===== config.mk =====
export PLATFORM = sky130hd
export DESIGN_NAME = exe_muldiv_unit
export DESIGN_NICKNAME = d
export VERILOG_FILES = /design/src/rtl/exe_muldiv_unit.sv
export SDC_FILE = /design/constraint.sdc
export NUM_CORES = 1
export LEC_CHECK = 0
export BUFFER_PORTS_ARGS = -buffer_cell sky130_fd_sc_hd__buf_2
export CORE_MARGIN = 2
export CORE_UTILIZATION = 49
export DETAILED_ROUTE_END_ITERATION = 6
export PLACE_DENSITY_LB_ADDON = 0.1
export SLEW_MARGIN = 20
export SYNTH_ARGS = -nofsm -noshare
export SYNTH_HDL_FRONTEND = slang
export SYNTH_SLANG_ARGS = --single-unit
export TNS_END_PERCENT = 50

===== constraint.sdc =====
create_clock -name clk -period 15.8 [get_ports clk]
set_clock_uncertainty 0.1 [all_clocks]
set_input_delay 0.79 -clock clk [delete_from_list [all_inputs] [get_ports clk]]
set_output_delay 0.79 -clock clk [all_outputs]
set_load 0.03 [all_outputs]

===== src/rtl/exe_muldiv_unit.sv =====
// Iterative RV32M multiply/divide unit sitting behind the ID/EX register.
// A start in IDLE captures op, rd and operand magnitudes. 32 CALC iterations
// follow (shift-add multiply or restoring divide). One FIN cycle applies the
// sign fix-up and the special cases, then registers the result with a
// one-cycle done pulse. Latency is a fixed 34 cycles from start to done.
//
// Ports:
//   clk, rst             clock, asynchronous active-high reset
//   start_i              EXE holds an M-extension instruction
//   op_i                 funct3: MUL MULH MULHSU MULHU DIV DIVU REM REMU
//   rs1_i, rs2_i         operands A and B
//   rd_i                 destination register of the instruction
//   flush_i              synchronous abort of the in-flight operation
//   busy_o               operation in progress
//   stall_o              hold PC, IF/ID and ID/EX (combinational)
//   done_o               one-cycle pulse, result_o/rd_o valid
//   result_o, rd_o       registered result and destination
module exe_muldiv_unit #(
  parameter int unsigned XLEN = 32
) (
  input  logic            clk,
  input  logic            rst,
  input  logic            start_i,
  input  logic [2:0]      op_i,
  input  logic [XLEN-1:0] rs1_i,
  input  logic [XLEN-1:0] rs2_i,
  input  logic [4:0]      rd_i,
  input  logic            flush_i,
  output logic            busy_o,
  output logic            stall_o,
  output logic            done_o,
  output logic [XLEN-1:0] result_o,
  output logic [4:0]      rd_o
);

  localparam int unsigned CntW = $clog2(XLEN);

  localparam logic [2:0] OpMul    = 3'b000;
  localparam logic [2:0] OpMulh   = 3'b001;
  localparam logic [2:0] OpMulhsu = 3'b010;
  localparam logic [2:0] OpMulhu  = 3'b011;
  localparam logic [2:0] OpDiv    = 3'b100;
  localparam logic [2:0] OpDivu   = 3'b101;
  localparam logic [2:0] OpRem    = 3'b110;
  localparam logic [2:0] OpRemu   = 3'b111;

  localparam logic [XLEN-1:0] MinNeg = {1'b1, {(XLEN-1){1'b0}}};

  typedef enum logic [1:0] {StIdle, StCalc, StFin} state_e;

  state_e              state_q, state_d;
  logic [2:0]          op_q, op_d;
  logic [4:0]          rd_q, rd_d;
  logic [4:0]          rd_out_q, rd_out_d;
  logic [XLEN-1:0]     result_q, result_d;
  logic                done_q, done_d;
  logic [CntW-1:0]     cnt_q, cnt_d;
  // a_q: multiplicand, or dividend shifting out / quotient shifting in.
  // b_q: multiplier shifting right, or divisor.
  logic [XLEN-1:0]     a_q, a_d;
  logic [XLEN-1:0]     b_q, b_d;
  logic [2*XLEN-1:0]   acc_q, acc_d;
  logic [XLEN-1:0]     rem_q, rem_d;
  logic [XLEN-1:0]     rs1_q, rs1_d;
  logic                neg_q, neg_d;       // negate product / quotient
  logic                neg_rem_q, neg_rem_d;
  logic                dz_q, dz_d;
  logic                ovf_q, ovf_d;

  // Operand sign handling at capture time
  logic            sgn_a, sgn_b;
  logic [XLEN-1:0] mag_a, mag_b;

  always_comb begin
    sgn_a = rs1_i[XLEN-1] & (op_i == OpMulh || op_i == OpMulhsu ||
                             op_i == OpDiv  || op_i == OpRem);
    sgn_b = rs2_i[XLEN-1] & (op_i == OpMulh || op_i == OpDiv || op_i == OpRem);
    mag_a = sgn_a ? (~rs1_i + 1'b1) : rs1_i;
    mag_b = sgn_b ? (~rs2_i + 1'b1) : rs2_i;
  end

  // One iteration of each algorithm
  logic [XLEN:0]     mul_sum;
  logic [XLEN:0]     rem_sh;
  logic [XLEN:0]     div_diff;
  logic              div_ge;

  always_comb begin
    mul_sum  = {1'b0, acc_q[2*XLEN-1:XLEN]} + (b_q[0] ? {1'b0, a_q} : '0);
    rem_sh   = {rem_q, a_q[XLEN-1]};
    // rem_q < divisor, so a set top bit of the difference means "does not fit"
    div_diff = rem_sh - {1'b0, b_q};
    div_ge   = ~div_diff[XLEN];
  end

  // Sign fix-up and result select for FIN
  logic [2*XLEN-1:0] prod;
  logic [XLEN-1:0]   quot;
  logic [XLEN-1:0]   remd;
  logic [XLEN-1:0]   fin_res;

  always_comb begin
    prod = neg_q ? (~acc_q + 1'b1) : acc_q;
    quot = neg_q ? (~a_q + 1'b1) : a_q;
    remd = neg_rem_q ? (~rem_q + 1'b1) : rem_q;
    unique case (op_q)
      OpMul:                     fin_res = prod[XLEN-1:0];
      OpMulh, OpMulhsu, OpMulhu: fin_res = prod[2*XLEN-1:XLEN];
      OpDiv:                     fin_res = dz_q ? '1 : (ovf_q ? MinNeg : quot);
      OpDivu:                    fin_res = dz_q ? '1 : a_q;
      OpRem:                     fin_res = dz_q ? rs1_q : (ovf_q ? '0 : remd);
      OpRemu:                    fin_res = dz_q ? rs1_q : rem_q;
      default:                   fin_res = '0;
    endcase
  end

  always_comb begin
    state_d   = state_q;
    op_d      = op_q;
    rd_d      = rd_q;
    rd_out_d  = rd_out_q;
    result_d  = result_q;
    done_d    = 1'b0;
    cnt_d     = cnt_q;
    a_d       = a_q;
    b_d       = b_q;
    acc_d     = acc_q;
    rem_d     = rem_q;
    rs1_d     = rs1_q;
    neg_d     = neg_q;
    neg_rem_d = neg_rem_q;
    dz_d      = dz_q;
    ovf_d     = ovf_q;

    unique case (state_q)
      StIdle: begin
        // done_q guard: the finished instruction still sits in ID/EX
        if (start_i && !done_q && !flush_i) begin
          op_d      = op_i;
          rd_d      = rd_i;
          rs1_d     = rs1_i;
          a_d       = mag_a;
          b_d       = mag_b;
          neg_d     = sgn_a ^ sgn_b;
          neg_rem_d = sgn_a;
          dz_d      = (rs2_i == '0);
          ovf_d     = (rs1_i == MinNeg) && (rs2_i == '1);
          acc_d     = '0;
          rem_d     = '0;
          cnt_d     = CntW'(XLEN - 1);
          state_d   = StCalc;
        end
      end
      StCalc: begin
        if (flush_i) begin
          state_d = StIdle;
        end else begin
          if (op_q[2]) begin
            rem_d = div_ge ? div_diff[XLEN-1:0] : rem_sh[XLEN-1:0];
            a_d   = {a_q[XLEN-2:0], div_ge};
          end else begin
            acc_d = {mul_sum, acc_q[XLEN-1:1]};
            b_d   = {1'b0, b_q[XLEN-1:1]};
          end
          if (cnt_q == '0) begin
            state_d = StFin;
          end else begin
            cnt_d = cnt_q - 1'b1;
          end
        end
      end
      StFin: begin
        state_d = StIdle;
        if (!flush_i) begin
          result_d = fin_res;
          rd_out_d = rd_q;
          done_d   = 1'b1;
        end
      end
      default: state_d = StIdle;
    endcase
  end

  always_ff @(posedge clk or posedge rst) begin
    if (rst) begin
      state_q   <= StIdle;
      op_q      <= '0;
      rd_q      <= '0;
      rd_out_q  <= '0;
      result_q  <= '0;
      done_q    <= 1'b0;
      cnt_q     <= '0;
      a_q       <= '0;
      b_q       <= '0;
      acc_q     <= '0;
      rem_q     <= '0;
      rs1_q     <= '0;
      neg_q     <= 1'b0;
      neg_rem_q <= 1'b0;
      dz_q      <= 1'b0;
      ovf_q     <= 1'b0;
    end else begin
      state_q   <= state_d;
      op_q      <= op_d;
      rd_q      <= rd_d;
      rd_out_q  <= rd_out_d;
      result_q  <= result_d;
      done_q    <= done_d;
      cnt_q     <= cnt_d;
      a_q       <= a_d;
      b_q       <= b_d;
      acc_q     <= acc_d;
      rem_q     <= rem_d;
      rs1_q     <= rs1_d;
      neg_q     <= neg_d;
      neg_rem_q <= neg_rem_d;
      dz_q      <= dz_d;
      ovf_q     <= ovf_d;
    end
  end

  assign busy_o   = (state_q != StIdle);
  assign stall_o  = busy_o | (start_i & ~done_q & (state_q == StIdle));
  assign done_o   = done_q;
  assign result_o = result_q;
  assign rd_o     = rd_out_q;

endmodule

After elaboration in Yosys (flattened, before gate mapping). Index checks and enable logic that the tools add are counted.

Add/subtract/negate cells: 8. $mul: 0. Divide/modulo/power cells: 0. $lt $le $gt $ge: 0. Equality and inequality tests: 21. Shifts and indexed selects: 0. Muxes and demuxes: 40. Bitwise logic cells: 14. Reduce and logical (&&, ||, !) cells: 23.

Operators with widths (number): $mux W32 (21); $mux W64 (4); $pmux W32 S2 (3); $pmux W32 S6 (1); $add A32 B1 Y32 const B (4); $not A32 Y32 (4); $pmux W64 S2 (1); $add A64 B1 Y64 const B (1); $eq A32 B32 Y1 const B (2); $not A64 Y64 (1); $add A32 B32 Y33 (1); $sub A33 B32 Y33 (1); $logic_not A32 Y1 (1); $eq A3 B3 Y1 const B (6); $mux W5 (3); $reduce_and A4 Y1 (3); $ne A2 B2 Y1 const B (5); $pmux W5 S2 (1); $eq A3 B2 Y1 const B (3); $eq A3 B1 Y1 const B (2); $mux W2 (3); $reduce_and A2 Y1 (3); $logic_not A5 Y1 (1); $logic_or A1 B1 Y1 (5); 16 further kinds (26).

Register bits after elaboration: 249. Latch bits: 0. RAM bits: 0. Memory bits (read-only): 0. Input bits: 76. Output and inout port bits: 40. Word-level logic and storage cells: 122. Memories: 0.

Logic depth before layout (Yosys ltp).
Word-level depth: 8. Gate-level depth with buffers: 14.

Worst setup path after synthesis. Ideal clock, no wire load.

Kind: register -> register. Start point: register acc_q[25]. End point: register result_q[31], in the netlist result_o[31]. Library setup time: 126 ps. Arrival: 3251 ps. Data required time: 15574 ps. Setup slack: 12323 ps. Cell stages (with the launch flop): 11. Clock period less this slack: 3477 ps. Path through: dfrtp_1 -> or4_4 -> nor4b_4 -> nand2_2 -> or4_4 -> or4_4 -> buf_6 -> o31ai_2 -> xor2_1 -> nor2_1 -> o32a_1.

Cells in the longest elaborated chain, start to end: 4.

Ends and longest elaborated chain: start, declared (line 62) `logic [2*XLEN-1:0] acc_q, acc_d;`; start signal, assigned (line 195) `acc_q <= '0;`; start signal, assigned (line 212) `acc_q <= acc_d;`; $not A64 Y64 (line 103) `prod = neg_q ? (~acc_q + 1'b1) : acc_q;`; $add A64 B1 Y64 (line 103); $mux W64 (line 103); $pmux W32 S6 (line 106) `unique case (op_q)`; end signal, assigned (line 207) `result_q <= result_d;`; end, declared (line 55) `logic [XLEN-1:0] result_q, result_d;`.

No other way between the ends. A chain may end at the register's enable or synchronous reset.

Worst setup path after layout.
Start point: register b_q[0]. End point: register rem_q[3].

Cells in the longest elaborated chain, start to end: 5.

Ends and longest elaborated chain: start, declared (line 61) `logic [XLEN-1:0] b_q, b_d;`; start signal, assigned (line 194) `b_q <= '0;`; start signal, assigned (line 211) `b_q <= b_d;`; $sub A33 B32 Y33 (line 92) `div_diff = rem_sh - {1'b0, b_q};`; $mux W32 (line 159) `rem_d = div_ge ? div_diff[XLEN-1:0] : rem_sh[XLEN-1:0];`; $mux W32 (line 158) `if (op_q[2]) begin`; $mux W32 (line 155) `if (flush_i) begin`; $pmux W32 S2 (line 135) `unique case (state_q)`; end signal, assigned (line 213) `rem_q <= rem_d;`; end, declared (line 63) `logic [XLEN-1:0] rem_q, rem_d;`.

No other way between the ends. The select of a mux whose other input is x is not followed.

==> out/metrics.yaml <==
worst_hold_path:
  hp-class: "in -> async"
setup_path:
  crit_chain: "ha_1 > fa_1 > nand2b_1 > a21o_1 > and3_1 > o21ai_0 > a2111o_1 > a211o_1 > nand3_2 > buf_4 > or4_1 > nand3_1"
  cp_data_arrival_time_ps: 4600
  timing.rr.start: "b_q[0]"
  crit_path_max_fanout: 49
  cp_data_required_time_ps: 16220
  rr_worst_depth: 12
  timing.setup.critical_path_class: "reg -> reg"
  start_kind: "flop"
  slowest_delay_ps: 700
  setup.worst_path.start: "b_q[0]"
  endpoint_kind: "flop"
  crit_slowest_cell: "sky130_fd_sc_hd__dfrtp_1"
floorplan:
  design.core.area_um2: 38600
  dieWidth_um: 202
  die_area_um2: 40600
  std_cell_rows: 72
  boundaryPins: 116
  initial_core_util_pct: 49.6
  die_y_um: 202
synthesis:
  synth_seq_cells: 249
  synth_area_um2: 19100
  proportion_of_synthesized_chip_area_in_sequential_cells_pct: 32.6
  number_of_synthesized_flops_with_an_enable_pin: 0
  synth_async_sr_flop_share_pct: 100
  syn_avg_cell_area_um2: 7.95
  synth-main-ff-cell: "sky130_fd_sc_hd__dfrtp_1"
  yosysTopAreaCell: "sky130_fd_sc_hd__dfrtp_1"
  synth_fp_nets: 2557
  synth_top_cells_by_area: "sky130_fd_sc_hd__dfrtp_1, sky130_fd_sc_hd__nand2_1, sky130_fd_sc_hd__o21ai_0, sky130_fd_sc_hd__xor2_1, sky130_fd_sc_hd__a21oi_1"
  synth_cells: 2406
  yosysTopAreaCellShare_pct: 32.6
  yosys.cell_types.count: 82
  ys.warnings.count: 0
pwr:
  ir_worst_vdd_uv: 92.6
  power.density_cell_area_nw_per_um2: 118
  power_leakage_nw: 9.57
  report.power.total_w: 0.00248
clocking:
  clock_sink_count: 249
  post_cts_hold_buffer_count: 0
  numCtsBuffers: 29
  clock-root-buffer: "sky130_fd_sc_hd__clkbuf_16"
  cts_setup_buffers: 0
  cts_tree: "yes"
  clkTransAtPathRegs_ps: 60
  clockBufferDepth: 3
  ctsHtreeMaxLevel: 1
  cts_resized: 0
  clkLatencyLatePin_ps: 590
sta:
  period_minus_slack_ps: 4180
  worst_slew_margin_rel_pct: 22.1
  rsz_0062_raised_after_global_routing: "false"
  final-max-slew-violation-count: 0
  timing.final.setup_violations: 0
  post-route-period-util_pct: 26.4
  total_negative_setup_slack_ps: 0
  timing_worst_slew_pin_value_ps: 1170
  hold_viol_final: 0
  maxClockFrequency_mhz: 240
global_routing:
  grt_start_max_net_pins: 110
  track_usage_pct: 33.0
  wire_length_of_the_first_global_routing_pass_um: 106000
  via_count_of_the_first_global_routing_pass: 17500
  overflow: 0
  antenna_violations_before_repair: 0
placement:
  io_buffer_count: 115
  hpwl_um: 50400
  gp_routability_congestion: 0.951
layout:
  final_util_pct: 54.6
  nets: 2580
  fillCellCount: 3805
  drive_above_1_share_pct: 9.42
  syn2layout_area_growth_pct: 10.0
  antennaDiodeCount: 0
status:
  outcome: "completed"
detailed_routing:
  drt-wirelength-per-cell_um: 23.0
  final_ant_viol_nets: 0
  drc_marker_count_from_the_first_detailed_route_iteration: 2313
  first_pass_iters: 6
  vias_per_cell: 6.37
  post-route-drc-count: 0
  route.final.wire_length_um: 68400
  num_vias: 18900
run:
  maxCapViolations: 0
==> layout by cell type, fill, tap and decap left out, types with 43 or more instances in the layout <==
| master | count |
|---|---|
| sky130_fd_sc_hd__ha_1 | 73 |
| sky130_fd_sc_hd__inv_1 | 67 |
| sky130_fd_sc_hd__buf_2 | 115 |
| sky130_fd_sc_hd__nand2_1 | 397 |
| sky130_fd_sc_hd__nand3_1 | 45 |
| sky130_fd_sc_hd__nor2_1 | 129 |
| sky130_fd_sc_hd__o21ai_0 | 244 |
| sky130_fd_sc_hd__o31ai_1 | 56 |
| sky130_fd_sc_hd__xnor2_1 | 90 |
| sky130_fd_sc_hd__nor3_1 | 43 |
| sky130_fd_sc_hd__xor2_1 | 113 |
| sky130_fd_sc_hd__a21oi_1 | 189 |
| sky130_fd_sc_hd__dfrtp_1 | 248 |
==> worst paths after layout <==
kind | end | slack (ps)
setup / recovery | rem_q[3] | 11620
hold / removal | acc_q[56] | 240
setup reg to reg | rem_q[3] | 11620
hold reg to reg | rd_o[1] | 370
max in group asynchronous | rd_o[1] | 13250
min in group clk | rd_q[4] | 300
==> layer usage <==
layer,wire [um],track usage [%],share of wire (%)
met3,6260,6.61,9.2
met4,1990,8.17,2.9
met5,0,0,0
met1,31500,50.0,46
met2,28600,47.9,42
==> worst max-delay path: cells and delay by family (launching register included) <==
kind	cells	cell delay (ps)
AOI/OAI and AO/OA	4	1160
adders and majority gates	2	790
buffers and inverters	1	300
DFF	1	700
and+or+nand+nor	5	1040
==> report_power, final <==
part,switching [W],internal [W]
clock,0.000290,0.000416
sequential,0.000171,0.000729
combinational,0.000559,0.000310
total,0.00102,0.00146
==> logic make-up after synthesis <==
kind of cell    Yosys count  synth area share, %
fa+ha+maj                75                 4.98
flops                   249                 32.6
simple gates            846                 21.0
buf+inv                 219                 4.34
xor+xnor                203                 9.29
compound gates          792                 26.7
mux                      22                 1.17
==> flip-flops by register name, summed over array words and instances (netlist names) <==
signal,flops
state_q,2
op_q,3
done_o,1
dz_q,1
neg_rem_q,1
ovf_q,1
rd_q,5
rem_q,32
a_q,32
b_q,32
cnt_q,5
acc_q,64
result_o,32
neg_q,1
rs1_q,32
rd_o,5
==> metrics by stage <==
stage	setup slack (ps)	area, um^2	hold slack [ps]	instances
4_1_cts	11690	21000	281	2969
6_report	11620	21100	240	2969
2_1_floorplan	8070	19100	337	2406
3_5_place_dp	11720	20100	355	2916
5_1_grt	11460	21100	305	2969
3_3_place_gp	11780	20100	348	2916
==> final cells by class <==
class / count / area [um^2] / share of cell area [%]
Clock inverter: 10 / 143 / 0.678
Tap cell: 518 / 648 / 3.08
Sequential cell: 249 / 6230 / 29.6
Multi-Input combinational cell: 1938 / 12100 / 57.7
Clock buffer: 43 / 838 / 3.98
Timing Repair Buffer: 142 / 782 / 3.71
Inverter: 69 / 267 / 1.27
==> cell usage after synthesis, types with 17 or more instances <==
| master | number |
|---|---|
| sky130_fd_sc_hd__nand2_1 | 397 |
| sky130_fd_sc_hd__dfrtp_1 | 249 |
| sky130_fd_sc_hd__o21ai_0 | 244 |
| sky130_fd_sc_hd__a21oi_1 | 189 |
| sky130_fd_sc_hd__clkbuf_1 | 135 |
| sky130_fd_sc_hd__nor2_1 | 132 |
| sky130_fd_sc_hd__xor2_1 | 113 |
| sky130_fd_sc_hd__xnor2_1 | 90 |
| sky130_fd_sc_hd__ha_1 | 73 |
| sky130_fd_sc_hd__inv_1 | 68 |
| sky130_fd_sc_hd__o31ai_1 | 56 |
| sky130_fd_sc_hd__nand3_1 | 46 |
| sky130_fd_sc_hd__nor3_1 | 46 |
| sky130_fd_sc_hd__and2_1 | 40 |
| sky130_fd_sc_hd__a21o_1 | 36 |
| sky130_fd_sc_hd__a22o_1 | 34 |
| sky130_fd_sc_hd__or3_1 | 29 |
| sky130_fd_sc_hd__o41ai_1 | 24 |
| sky130_fd_sc_hd__a211oi_1 | 22 |
| sky130_fd_sc_hd__nand2b_1 | 21 |
| sky130_fd_sc_hd__nor4_1 | 21 |
| sky130_fd_sc_hd__mux2i_1 | 19 |
| sky130_fd_sc_hd__nand4_1 | 19 |
| sky130_fd_sc_hd__o221ai_1 | 19 |
| sky130_fd_sc_hd__or4_1 | 19 |
| sky130_fd_sc_hd__nor2b_1 | 18 |
| sky130_fd_sc_hd__a221oi_1 | 17 |
(Power assumes the default switching activity.)
